[config.mk]
export PLATFORM = sky130hd
export DESIGN_NAME = vga_sync_monitor
export DESIGN_NICKNAME = d
export VERILOG_FILES = /design/src/rtl/vga_sync_monitor.sv
export SDC_FILE = /design/constraint.sdc
export NUM_CORES = 1
export LEC_CHECK = 0
export BUFFER_PORTS_ARGS = -buffer_cell sky130_fd_sc_hd__buf_4
export CORE_ASPECT_RATIO = 1.75
export CORE_MARGIN = 1
export CORE_UTILIZATION = 40
export CTS_CLUSTER_DIAMETER = 120
export CTS_CLUSTER_SIZE = 12
export DETAILED_ROUTE_END_ITERATION = 7
export SLEW_MARGIN = 25
export SYNTH_ARGS = -nofsm -noshare
export SYNTH_HDL_FRONTEND = slang
export SYNTH_SLANG_ARGS = --single-unit
[constraint.sdc]
create_clock -name i_clk -period 9.8 [get_ports i_clk]
set_clock_uncertainty 0.15 [all_clocks]
set_input_delay 0.49 -clock i_clk [delete_from_list [all_inputs] [get_ports i_clk]]
set_output_delay 0.49 -clock i_clk [all_outputs]
set_load 0.03 [all_outputs]
[src/rtl/vga_sync_monitor.sv]
// Receive-side VGA timing monitor: locks to an incoming HS/VS/colour stream, recovers
// pixel coordinates and data-enable, flags sync timing errors and checksums each frame.
module vga_sync_monitor #(
    parameter int H_ACTIVE    = 640,
    parameter int H_FP        = 16,
    parameter int H_SYNC      = 96,
    parameter int H_BP        = 48,
    parameter int V_ACTIVE    = 480,
    parameter int V_FP        = 10,
    parameter int V_SYNC      = 2,
    parameter int V_BP        = 33,
    parameter int LOCK_FRAMES = 2
) (
    input  logic        i_clk,
    input  logic        i_rst,
    input  logic        i_pix_stb,
    input  logic        i_hs,
    input  logic        i_vs,
    input  logic [7:0]  i_color,
    output logic [9:0]  o_x,
    output logic [9:0]  o_y,
    output logic        o_de,
    output logic        o_locked,
    output logic        o_err_h,
    output logic        o_err_v,
    output logic        o_frame_done,
    output logic [15:0] o_checksum
);
    localparam int H_TOTAL = H_ACTIVE + H_FP + H_SYNC + H_BP;
    localparam int V_TOTAL = V_ACTIVE + V_FP + V_SYNC + V_BP;

    localparam logic [9:0] L_H_LAST  = 10'(H_TOTAL - 1);
    localparam logic [9:0] L_H_FP    = 10'(H_FP);
    localparam logic [9:0] L_H_SYNC  = 10'(H_SYNC);
    localparam logic [9:0] L_H_START = 10'(H_FP + H_SYNC + H_BP);
    localparam logic [9:0] L_V_LAST  = 10'(V_TOTAL - 1);
    localparam logic [9:0] L_V_ACT   = 10'(V_ACTIVE);
    localparam logic [9:0] L_V_LOAD  = 10'(V_ACTIVE + V_FP);
    localparam logic [9:0] L_V_SYNC  = 10'(V_SYNC);
    localparam logic [9:0] L_Y_MAX   = 10'(V_ACTIVE - 1);
    localparam logic [9:0] L_RUN_MAX = 10'h3FF;
    localparam logic [3:0] L_LOCK    = 4'(LOCK_FRAMES);

    localparam logic [1:0] S_SEARCH  = 2'd0;
    localparam logic [1:0] S_MEASURE = 2'd1;
    localparam logic [1:0] S_LOCKED  = 2'd2;

    logic [1:0]  r_state;
    logic [1:0]  w_state_next;
    logic [3:0]  r_good;
    logic [3:0]  w_good_next;
    logic [3:0]  w_good_inc;
    logic [9:0]  r_h_cnt;
    logic [9:0]  r_v_cnt;
    logic [9:0]  r_hs_run;
    logic [9:0]  r_vs_run;
    logic        r_prev_hs;
    logic        r_prev_vs;
    logic [15:0] r_acc;

    logic        w_hs_fall;
    logic        w_hs_rise;
    logic        w_vs_fall;
    logic        w_vs_rise;
    logic        w_h_wrap;
    logic [9:0]  w_h_pred;
    logic [9:0]  w_h_next;
    logic [9:0]  w_v_pred;
    logic [9:0]  w_v_next;
    logic [9:0]  w_vs_run_next;
    logic        w_checking;
    logic        w_herr;
    logic        w_verr;
    logic        w_active;
    logic        w_latch;

    assign w_hs_fall = r_prev_hs & ~i_hs;
    assign w_hs_rise = ~r_prev_hs & i_hs;
    assign w_vs_fall = r_prev_vs & ~i_vs;
    assign w_vs_rise = ~r_prev_vs & i_vs;

    // Predicted positions assume free-running counters; sync edges then re-anchor them.
    assign w_h_pred = (r_h_cnt == L_H_LAST) ? 10'd0 : r_h_cnt + 10'd1;
    assign w_h_wrap = (r_h_cnt == L_H_LAST) && !w_hs_fall;
    assign w_h_next = w_hs_fall ? L_H_FP : w_h_pred;
    assign w_v_pred = w_h_wrap ? ((r_v_cnt == L_V_LAST) ? 10'd0 : r_v_cnt + 10'd1) : r_v_cnt;
    assign w_v_next = w_vs_fall ? L_V_LOAD : w_v_pred;

    // VS low width counts line boundaries crossed while VS was already low.
    assign w_vs_run_next = (w_h_wrap && !r_prev_vs && r_vs_run != L_RUN_MAX)
                           ? r_vs_run + 10'd1 : r_vs_run;

    assign w_checking = (r_state != S_SEARCH);
    assign w_herr = w_checking && ((w_hs_fall && w_h_pred != L_H_FP) ||
                                   (w_hs_rise && r_hs_run != L_H_SYNC));
    assign w_verr = w_checking && ((w_vs_fall && w_v_pred != L_V_LOAD) ||
                                   (w_vs_rise && w_vs_run_next != L_V_SYNC));

    assign w_good_inc = r_good + 4'd1;

    always_comb begin
        w_state_next = r_state;
        w_good_next  = r_good;
        case (r_state)
            S_SEARCH: begin
                if (w_vs_fall) begin
                    w_state_next = S_MEASURE;
                    w_good_next  = 4'd0;
                end
            end
            S_MEASURE: begin
                if (w_herr || w_verr) begin
                    w_state_next = S_SEARCH;
                end else if (w_vs_fall) begin
                    w_good_next = w_good_inc;
                    if (w_good_inc == L_LOCK) begin
                        w_state_next = S_LOCKED;
                    end
                end
            end
            S_LOCKED: begin
                if (w_herr || w_verr) begin
                    w_state_next = S_SEARCH;
                end
            end
            default: w_state_next = S_SEARCH;
        endcase
    end

    assign w_active = (w_h_next >= L_H_START) && (w_v_next < L_V_ACT);
    assign w_latch  = (w_h_next == 10'd0) && (w_v_next == L_V_ACT) && (w_state_next == S_LOCKED);
    assign o_locked = (r_state == S_LOCKED);

    always_ff @(posedge i_clk or posedge i_rst) begin
        if (i_rst) begin
            r_state   <= S_SEARCH;
            r_good    <= 4'd0;
            r_h_cnt   <= 10'd0;
            r_v_cnt   <= 10'd0;
            r_hs_run  <= 10'd0;
            r_vs_run  <= 10'd0;
            r_prev_hs <= 1'b1;
            r_prev_vs <= 1'b1;
            r_acc     <= 16'd0;
        end else if (i_pix_stb) begin
            r_state   <= w_state_next;
            r_good    <= w_good_next;
            r_h_cnt   <= w_h_next;
            r_v_cnt   <= w_v_next;
            r_prev_hs <= i_hs;
            r_prev_vs <= i_vs;
            if (w_hs_fall) begin
                r_hs_run <= 10'd1;
            end else if (!i_hs && !r_prev_hs && r_hs_run != L_RUN_MAX) begin
                r_hs_run <= r_hs_run + 10'd1;
            end
            r_vs_run <= w_vs_fall ? 10'd0 : w_vs_run_next;
            if (w_h_next == 10'd0 && w_v_next == 10'd0) begin
                r_acc <= 16'd0;
            end else if (w_active) begin
                r_acc <= r_acc + {8'd0, i_color};
            end
        end
    end

    // Outputs describe the pixel taken on the most recent strobe; pulses last one clock.
    always_ff @(posedge i_clk or posedge i_rst) begin
        if (i_rst) begin
            o_x          <= 10'd0;
            o_y          <= 10'd0;
            o_de         <= 1'b0;
            o_err_h      <= 1'b0;
            o_err_v      <= 1'b0;
            o_frame_done <= 1'b0;
            o_checksum   <= 16'd0;
        end else if (i_pix_stb) begin
            o_x          <= w_active ? (w_h_next - L_H_START) : 10'd0;
            o_y          <= (w_v_next < L_V_ACT) ? w_v_next : L_Y_MAX;
            o_de         <= w_active && (w_state_next == S_LOCKED);
            o_err_h      <= w_herr && (r_state == S_LOCKED);
            o_err_v      <= w_verr && (r_state == S_LOCKED);
            o_frame_done <= w_latch;
            if (w_latch) begin
                o_checksum <= r_acc;
            end
        end else begin
            o_err_h      <= 1'b0;
            o_err_v      <= 1'b0;
            o_frame_done <= 1'b0;
        end
    end
endmodule

==> metrics.csv, run 1 <==
stage,metric,value,unit
floorplanning,pin_count,54,
cts,cts_max_level,3,
yosys,synth_top_family_by_area,simple AND/OR/NAND/NOR gates,
power_and_ir_drop,power_leakage,3.089,nW
finish,post_route_cells_drive_above_1_share,15.29,%
worst_setup_path,cp_top_family,simple AND/OR/NAND/NOR gates,
cts,clk_pin_slew,70,ps
global_routing,grt_pass1_vias,5353,
route,dr.pass1.iters,5,
yosys,synth_xor_area_share,4.924,%
sta,relSlewSlack,36.47,%
global_routing,grt_pass1_wl,26330,microns
placement,pre_cts_slack,4828,ps
route,wl,16050,microns
global_routing,antenna_found_initial,0,
floorplanning,die_x,96.31,microns
worst_setup_path,critical_path_required,9880,ps
finish,num-fill-cells,1505,
floorplanning,coreArea,15310,sq um
finish,layout.nets,765,
finish,layout_common_cells,"dfrtp_1, nand2_1, nor2_1",
cts,clk_latency,350,ps
worst_setup_path,crit_path_max_fanout,20,
global_routing,grt_start_max_net_pins,60,
placement,io_buffer_count,53,
sta,period_minus_slack,5038,ps
route,drt-initial-drc-count,203,
cts,clock-root-buffer,clkbuf_16,
yosys,synth.area.top_cells,"dfrtp_1, nand2_1, mux2_2",
sta,tns,0,ps
worst_setup_path,endpoint_kind,flop,
yosys,synth.largest_area_cell,dfrtp_1,
flow_run,cap_violations,0,
global_routing,gr-total-overflow,0,
finish,n_antenna_cell,0,
global_routing,gr-usage-all-layers,20.97,%
route,routedWlPerCell,17.35,microns
cts,cts_max_path_buffers,2,
cts,postCtsSetupBuffers,0,
sta,whs,72.93,ps
cts,numCtsBuffers,9,
finish,fin_area,7030,sq um
floorplanning,start_util,40.65,%
finish,mostFrequentLayoutCell,dfrtp_1,
yosys,synthSimpleGateAreaFrac,23.37,%
placement,hpwlAfterDp,11790,microns
min_path,min_path_type,input port to asynchronous set/reset pin,
worst_setup_path,critPathSlowestCell,or4_1,
sta,slew_violations,0,
route,vias_per_cell,5.762,
worst_setup_path,cp_cell_sequence,"ha_1, and4_1, nand4_1, or4_1, a221oi_2, o32a_1, nand3b_1, nand3b_4, mux2_2",
cts,cts_hold_buf,0,
power_and_ir_drop,ir_drop,0.1186,mV
sta,worst_slack,4763,ps
sta,clock.fmax,198.5,MHz
worst_setup_path,worst_ep_arrival_time,5120,ps
yosys,synth_cells,706,
route,drcViolationCount,0,
finish,syn_to_final_growth,12.92,%
yosys,ys_seq_elements,104,
yosys,ys.flop_type,dfrtp_1,
yosys,ys_warn_count,0,
floorplanning,fp.dieArea,16090,sq um
yosys,async_reset_ff_share,100.0,%
yosys,synth_edf_count,0,
worst_setup_path,critPathLaunchType,flop,
yosys,seq_area_frac_synth,41.84,%
sta,post-route-period-util,51.40,%
route,ant_nets,0,
yosys,synth_compound_area_share,16.72,%
placement,gp_congestion,0.8698,
cts,cts_resized,0,
power_and_ir_drop,p_per_area,178.9,nW/um^2
yosys,synth.area.mux_share,4.301,%
worst_setup_path,critical-path-max-stage-delay,760,ps
yosys,synth_fp_nets,737,
route,dr_total_vias,5330,
sta,hold_viol_final,0,
yosys,synth_area_per_cell,8.819,sq um
yosys,syn-cell-area,6226,sq um
cts,clock-sinks,104,
yosys,yosys.area_share.adder,3.738,%
placement,dpl-instance-area,6730,sq um
sta,worstMarginPinSlew,948.0,ps
cts,cts_tree,done,
yosys,ys_types,71,
sta,setup_viol,0,
worst_setup_path,path_class,flop to flop,
run_status,status,finished clean,
yosys,yosys.area.top_type_share,41.00,%
sta,rsz0062_at_grt,false,
worst_setup_path,critPathBufInv,0,
floorplanning,fp.dieH,167.0,microns
floorplanning,num_rows,60,
worst paths after layout:
kind                                      startpoint                    endpoint  slack [ps]  cells past startpoint
max                           r_h_cnt[0]$_DFFE_PP0P_  o_checksum[14]$_DFFE_PP0P_        4760                      9
min                                            i_rst          o_x[9]$_DFFE_PP0P_          70                      2
max reg2reg                   r_h_cnt[0]$_DFFE_PP0P_  o_checksum[14]$_DFFE_PP0P_        4760                      9
min reg2reg                o_checksum[1]$_DFFE_PP0P_   o_checksum[1]$_DFFE_PP0P_         360                      1
max in group asynchronous                      i_rst  o_checksum[11]$_DFFE_PP0P_        8230                      3
min in group i_clk                              i_vs       r_prev_vs$_DFFE_PP1P_         250                      3
metal layers:
metal  wire length (microns)  global-route usage, %  vias to the layer above  share of wire, %
met5                       0                      0                        -                 0
met4                     741                  10.42                        0               4.6
met3                     542                  3.242                       48               3.4
met2                    8382                  36.91                      130                52
met1                    6381                  23.85                     2572                40
li1                        -                      -                     2580                 -
cell usage after synthesis, types with 3 or more instances:
cell type / n
a21oi_1: 30
nand2_1: 79
dfrtp_1: 102
o21bai_1: 3
inv_1: 43
or3_1: 8
nor2b_1: 5
nor2_1: 57
and2_1: 5
and4_1: 4
nand3b_1: 5
a31oi_1: 9
nand2b_1: 12
or2_2: 5
o21a_1: 4
mux2_2: 22
nand4_1: 11
nor4_1: 6
o21ai_0: 45
or4_1: 5
o31ai_1: 10
nor3_1: 26
ha_1: 17
xor2_1: 11
a211oi_1: 6
clkbuf_1: 31
buf_2: 5
xnor2_1: 24
a21o_1: 5
o41ai_1: 3
o22ai_1: 14
and3_1: 13
a22o_1: 4
nand3_1: 27
a41oi_1: 4
area by class of cell:
cell class / count / area (sq um) / share of cell area, %
Clock buffer: 13 / 270.3 / 3.844
Clock inverter: 3 / 22.52 / 0.3203
Inverter: 43 / 163.9 / 2.331
Multi-Input combinational cell: 520 / 3316 / 47.16
Sequential cell: 104 / 2605 / 37.05
Tap cell: 186 / 232.7 / 3.310
Timing Repair Buffer: 56 / 420.4 / 5.980
kinds of logic (layout without fill, tap and decap cells):
family / Yosys count / in the layout
buffers and inverters: 82 / 115
and+or+nand+nor: 283 / 283
DFF: 104 / 104
adders and majority gates: 18 / 18
AOI/OAI and AO/OA: 160 / 160
xor gates and xnor gates: 35 / 35
muxes: 24 / 24
where the power goes:
group | switching, mW | internal (mW)
Sequential | 0.0704 | 0.478
Clock | 0.165 | 0.195
Combinational | 0.203 | 0.146
Total | 0.439 | 0.819
metrics by stage:
stage                     utilization (%)  total power, mW  instances
final                               45.91            1.258        925
after global routing                45.91            1.336        925
after global placement              43.91           0.8913        909
after floorplan                         -           0.8026        706
after CTS                           45.86            1.268        925
after detailed placement            43.95           0.9031        909
sequential cells by signal (all words and copies together) (netlist names):
name	count
o_checksum	16
r_acc	16
o_x	10
o_y	10
r_h_cnt	10
r_hs_run	10
r_v_cnt	10
r_vs_run	10
r_good	4
r_state	2
o_de	1
o_err_h	1
o_err_v	1
o_frame_done	1
r_prev_hs	1
r_prev_vs	1
Power figures use the tool's default switching activity.
==> inputs of run 2 (changes only) <==
- clock period: 9.8 -> 4.2 ns (I/O delays scaled with it)
==> metrics.csv, run 2 (synthesized netlist as in run 1, its figures left out) <==
stage,metric,value,unit
route,dr_total_vias,5413,
floorplanning,die_x,96.31,microns
floorplanning,start_util,40.65,%
sta,post-route-period-util,88.77,%
route,dr.pass1.iters,5,
global_routing,antenna_found_initial,0,
finish,fin_cells,940,
sta,whs,21.97,ps
finish,layout_top_registers,"o_checksum x16, r_acc x16",
power_and_ir_drop,power_leakage,3.157,nW
finish,syn_to_final_growth,14.75,%
sta,tns,0,ps
global_routing,grt_start_max_net_pins,76,
cts,clock-sinks,104,
finish,utilization,46.65,%
sta,rsz0062_at_grt,false,
finish,mostFrequentLayoutCell,dfrtp_1,
cts,cts_max_path_buffers,2,
route,ant_nets,0,
placement,pre_cts_slack,499.9,ps
placement,numPlacedInstances,921,
power_and_ir_drop,ir_drop,0.2488,mV
sta,relSlewSlack,50.79,%
worst_setup_path,critPathLaunchType,flop,
min_path,min_path_type,input port to flop,
global_routing,gr-usage-all-layers,21.94,%
worst_setup_path,path_class,flop to flop,
power_and_ir_drop,p_total,2.977,mW
placement,dpl-instance-area,6815,sq um
finish,layout.nets,780,
run_status,status,finished clean,
floorplanning,num_rows,60,
finish,layout_common_cells,"dfrtp_1, nand2_1, buf_4",
route,routedWlPerCell,17.72,microns
flow_run,cap_violations,0,
sta,hold_viol_final,0,
cts,cts_max_level,3,
floorplanning,fp.dieH,167.0,microns
cts,postCtsSetupBuffers,0,
cts,clk_latency,350,ps
worst_setup_path,r2r_setup_slack,470,ps
cts,cts_hold_buf,3,
route,wl,16660,microns
power_and_ir_drop,p_per_area,416.8,nW/um^2
sta,clock.fmax,268.2,MHz
sta,setup_viol,0,
cts,cts_tree,done,
sta,worstMarginPinSlew,730.5,ps
cts,cts_resized,0,
sta,period_minus_slack,3728,ps
global_routing,grt_pass1_wl,27460,microns
route,drt-initial-drc-count,279,
floorplanning,fp.dieArea,16090,sq um
finish,post_route_cells_drive_above_1_share,16.45,%
global_routing,gr-total-overflow,0,
finish,n_antenna_cell,0,
cts,clock-root-buffer,clkbuf_16,
cts,numCtsBuffers,9,
worst_setup_path,critical_path_required,4280,ps
sta,slew_violations,0,
route,vias_per_cell,5.759,
cts,clk_pin_slew,70,ps
sta,worst_slack,471.6,ps
placement,gp_congestion,0.8896,
finish,fin_area,7144,sq um
finish,num-fill-cells,1502,
route,drcViolationCount,0,
floorplanning,pin_count,54,
global_routing,grt_pass1_vias,5526,
placement,hpwlAfterDp,12390,microns
floorplanning,coreArea,15310,sq um
placement,io_buffer_count,53,
worst_setup_path,crit_path_max_fanout,15,
worst_setup_path,endpoint_kind,flop,
worst_setup_path,worst_ep_arrival_time,3810,ps
==> run 2: cell count changes in the layout (fill, tap and decap cells not counted), sizes merged <==
| cell | delta |
|---|---|
| clkinv | +1 |
| dlygate4sd3 | +3 |
| inv | +2 |
| buf | +12 |
| clkbuf | -3 |
==> run 2: routing by layer <==
layer / wire (microns) / part of all wire [%] / vias to the layer above / track usage (%)
met4: 454 / 2.7 / 0 / 8.887
met1: 6621 / 40 / 2651 / 24.34
met5: 0 / 0 / - / 0
met2: 9130 / 55 / 128 / 40.52
met3: 453 / 2.7 / 28 / 3.014
li1: - / - / 2606 / -
==> run 2: worst paths after layout <==
kind	startpoint	end	cells after the start
worst max-delay path	r_h_cnt[0]$_DFFE_PP0P_	r_acc[5]$_DFFE_PP0P_	10
worst min-delay path	i_color[0]	r_acc[0]$_DFFE_PP0P_	4
max in group asynchronous	i_rst	r_prev_hs$_DFFE_PP1P_	4
min in group asynchronous	i_rst	o_x[7]$_DFFE_PP0P_	3
worst max register to register	r_h_cnt[0]$_DFFE_PP0P_	r_acc[5]$_DFFE_PP0P_	10
worst min register to register	o_y[4]$_DFFE_PP0P_	o_y[4]$_DFFE_PP0P_	1
==> run 2: where the power goes <==
group	internal, mW	switching (mW)
sequential	1.11	0.166
clock	0.434	0.417
combinational	0.355	0.491
total	1.90	1.07
==> run 2: layout make-up <==
class / instances / area (sq um) / share of cell area [%]
clock buffers: 10 / 239.0 / 3.345
clock inverters: 6 / 57.56 / 0.8056
inverters: 43 / 166.4 / 2.329
multi-input cells: 520 / 3303 / 46.23
flip-flops and latches: 104 / 2605 / 36.46
well taps: 186 / 232.7 / 3.257
repair buffers: 71 / 540.5 / 7.566
==> run 2: critical path, stage by stage, from the launching register on <==
cell	delay, ps
dfrtp_1	500
ha_1	210
and4_1	220
nand4_1	300
buf_4	320
o31ai_1	330
and2_1	220
or3b_2	490
nor4_1	490
nor2_1	100
mux2_2	280
==> inputs of run 3 (changes only) <==
- HOLD_SLACK_MARGIN: default -> 0.03
==> metrics.csv, run 3 (synthesized netlist as in run 1, its figures left out) <==
stage,metric,value,unit
floorplanning,fp.dieArea,16090,sq um
worst_setup_path,startpoint,r_h_cnt[0]$_DFFE_PP0P_,
worst_setup_path,worst_ep_arrival_time,3820,ps
finish,fin_area,7154,sq um
route,dr.pass1.iters,5,
floorplanning,start_util,40.65,%
global_routing,gr-total-overflow,0,
cts,numCtsBuffers,9,
sta,setup_viol,0,
finish,num-fill-cells,1501,
route,vias_per_cell,5.741,
run_status,status,finished clean,
placement,gp_congestion,0.8896,
min_path,hp-start,i_color[1],
global_routing,antenna_found_initial,0,
min_path,hold_depth,4,
power_and_ir_drop,power_leakage,3.162,nW
flow_run,cap_violations,0,
sta,post-route-period-util,88.90,%
placement,numPlacedInstances,921,
cts,cts_max_level,3,
sta,rsz0062_at_grt,false,
cts,clk_pin_slew,70,ps
worst_setup_path,r2r-start,r_h_cnt[0]$_DFFE_PP0P_,
worst_setup_path,r2r_setup_slack,470,ps
sta,clock.fmax,267.8,MHz
sta,tns,0,ps
global_routing,grt_start_max_net_pins,76,
finish,utilization,46.72,%
floorplanning,fp.dieH,167.0,microns
worst_setup_path,endpoint_kind,flop,
route,routedWlPerCell,17.67,microns
sta,relSlewSlack,50.80,%
worst_setup_path,critPathLaunchType,flop,
placement,io_buffer_count,53,
floorplanning,pin_count,54,
worst_setup_path,crit_path_max_fanout,15,
min_path,hold_end,r_acc[1]$_DFFE_PP0P_,
cts,clock-sinks,104,
finish,layout.nets,781,
finish,multi_input_area,3303,sq um
global_routing,gr-usage-all-layers,21.94,%
sta,worstMarginPinSlew,730.3,ps
cts,clock-root-buffer,clkbuf_16,
worst_setup_path,reg2regPathDepth,10,
global_routing,grt_pass1_vias,5526,
finish,syn_to_final_growth,14.91,%
floorplanning,coreArea,15310,sq um
route,dr_total_vias,5402,
placement,hpwlAfterDp,12390,microns
route,drcViolationCount,0,
floorplanning,num_rows,60,
route,drt-initial-drc-count,308,
floorplanning,die_x,96.31,microns
power_and_ir_drop,p_per_area,415.8,nW/um^2
finish,mostFrequentLayoutCell,dfrtp_1,
worst_setup_path,r2r_end,r_acc[5]$_DFFE_PP0P_,
route,ant_nets,0,
finish,layout_top_registers,"o_checksum x16, r_acc x16",
finish,fin_cells,941,
worst_setup_path,path_class,flop to flop,
power_and_ir_drop,ir_drop,0.2483,mV
finish,register_area,2605,sq um
worst_setup_path,critical_path_required,4280,ps
sta,hold_viol_final,0,
cts,cts_tree,done,
finish,n_antenna_cell,0,
cts,cts_max_path_buffers,2,
sta,period_minus_slack,3734,ps
sta,slew_violations,0,
finish,post_route_cells_drive_above_1_share,16.42,%
cts,clk_latency,350,ps
finish,layout_common_cells,"dfrtp_1, nand2_1, buf_4",
placement,dpl-instance-area,6815,sq um
global_routing,grt_pass1_wl,27460,microns
route,wl,16630,microns
min_path,min_path_type,input port to flop,
## run 3: how the worst max path moves through the flow
stage	end	cells after the start
floorplan	o_checksum[0]$_DFFE_PP0P_	13
global placement	r_good[3]$_DFFE_PP0P_	9
detailed placement	o_checksum[11]$_DFFE_PP0P_	9
CTS	o_checksum[11]$_DFFE_PP0P_	9
global route	r_acc[5]$_DFFE_PP0P_	10
finish	r_acc[5]$_DFFE_PP0P_	10
## run 3: cell type report
| cell class | instances | area share [%] |
|---|---|---|
| Clock buffer | 10 | 3.340 |
| Clock inverter | 6 | 0.8045 |
| Inverter | 43 | 2.326 |
| Multi-Input combinational cell | 520 | 46.17 |
| Sequential cell | 104 | 36.41 |
| Tap cell | 186 | 3.253 |
| Timing Repair Buffer | 72 | 7.695 |
## run 3: timing repair
item / CTS / global route
hold buffers: 4 / 0
buffers inserted: 0 / 0
endpoints found under the hold margin: 77 / 0
gates resized for setup: 0 / 0
## run 3: worst max-delay path, cell delays in order, from the launching register on
cell and delay [ps]:
dfrtp_1 500, ha_1 210, and4_1 230, nand4_1 300, buf_4 320, o31ai_1 330, and2_1 220, or3b_2 490
nor4_1 490, nor2_1 100, mux2_2 280
## run 3: report_power, final
group / leakage (nW) / internal (mW) / switching (mW)
combinational: 1.67 / 0.356 / 0.489
clock: 0.147 / 0.434 / 0.416
sequential: 1.35 / 1.11 / 0.165
## run 3: layer usage
| metal | part of all wire [%] | vias up | global-route usage [%] |
|---|---|---|---|
| li1 | - | 2616 | - |
| met1 | 39 | 2620 | 24.34 |
| met2 | 55 | 139 | 40.52 |
| met3 | 3.1 | 27 | 3.014 |
| met4 | 2.8 | 0 | 8.887 |
| met5 | 0 | - | 0 |
## run 3: metrics by stage
step	hold slack (ps)	worst slack [ps]	total power [mW]
finish	109.6	466.1	2.975
global route	125.7	195.6	3.158
CTS	102.0	487.1	2.992
detailed placement	312.7	499.9	2.133
global placement	299.3	575.1	2.105
floorplan	175.3	684.4	1.873
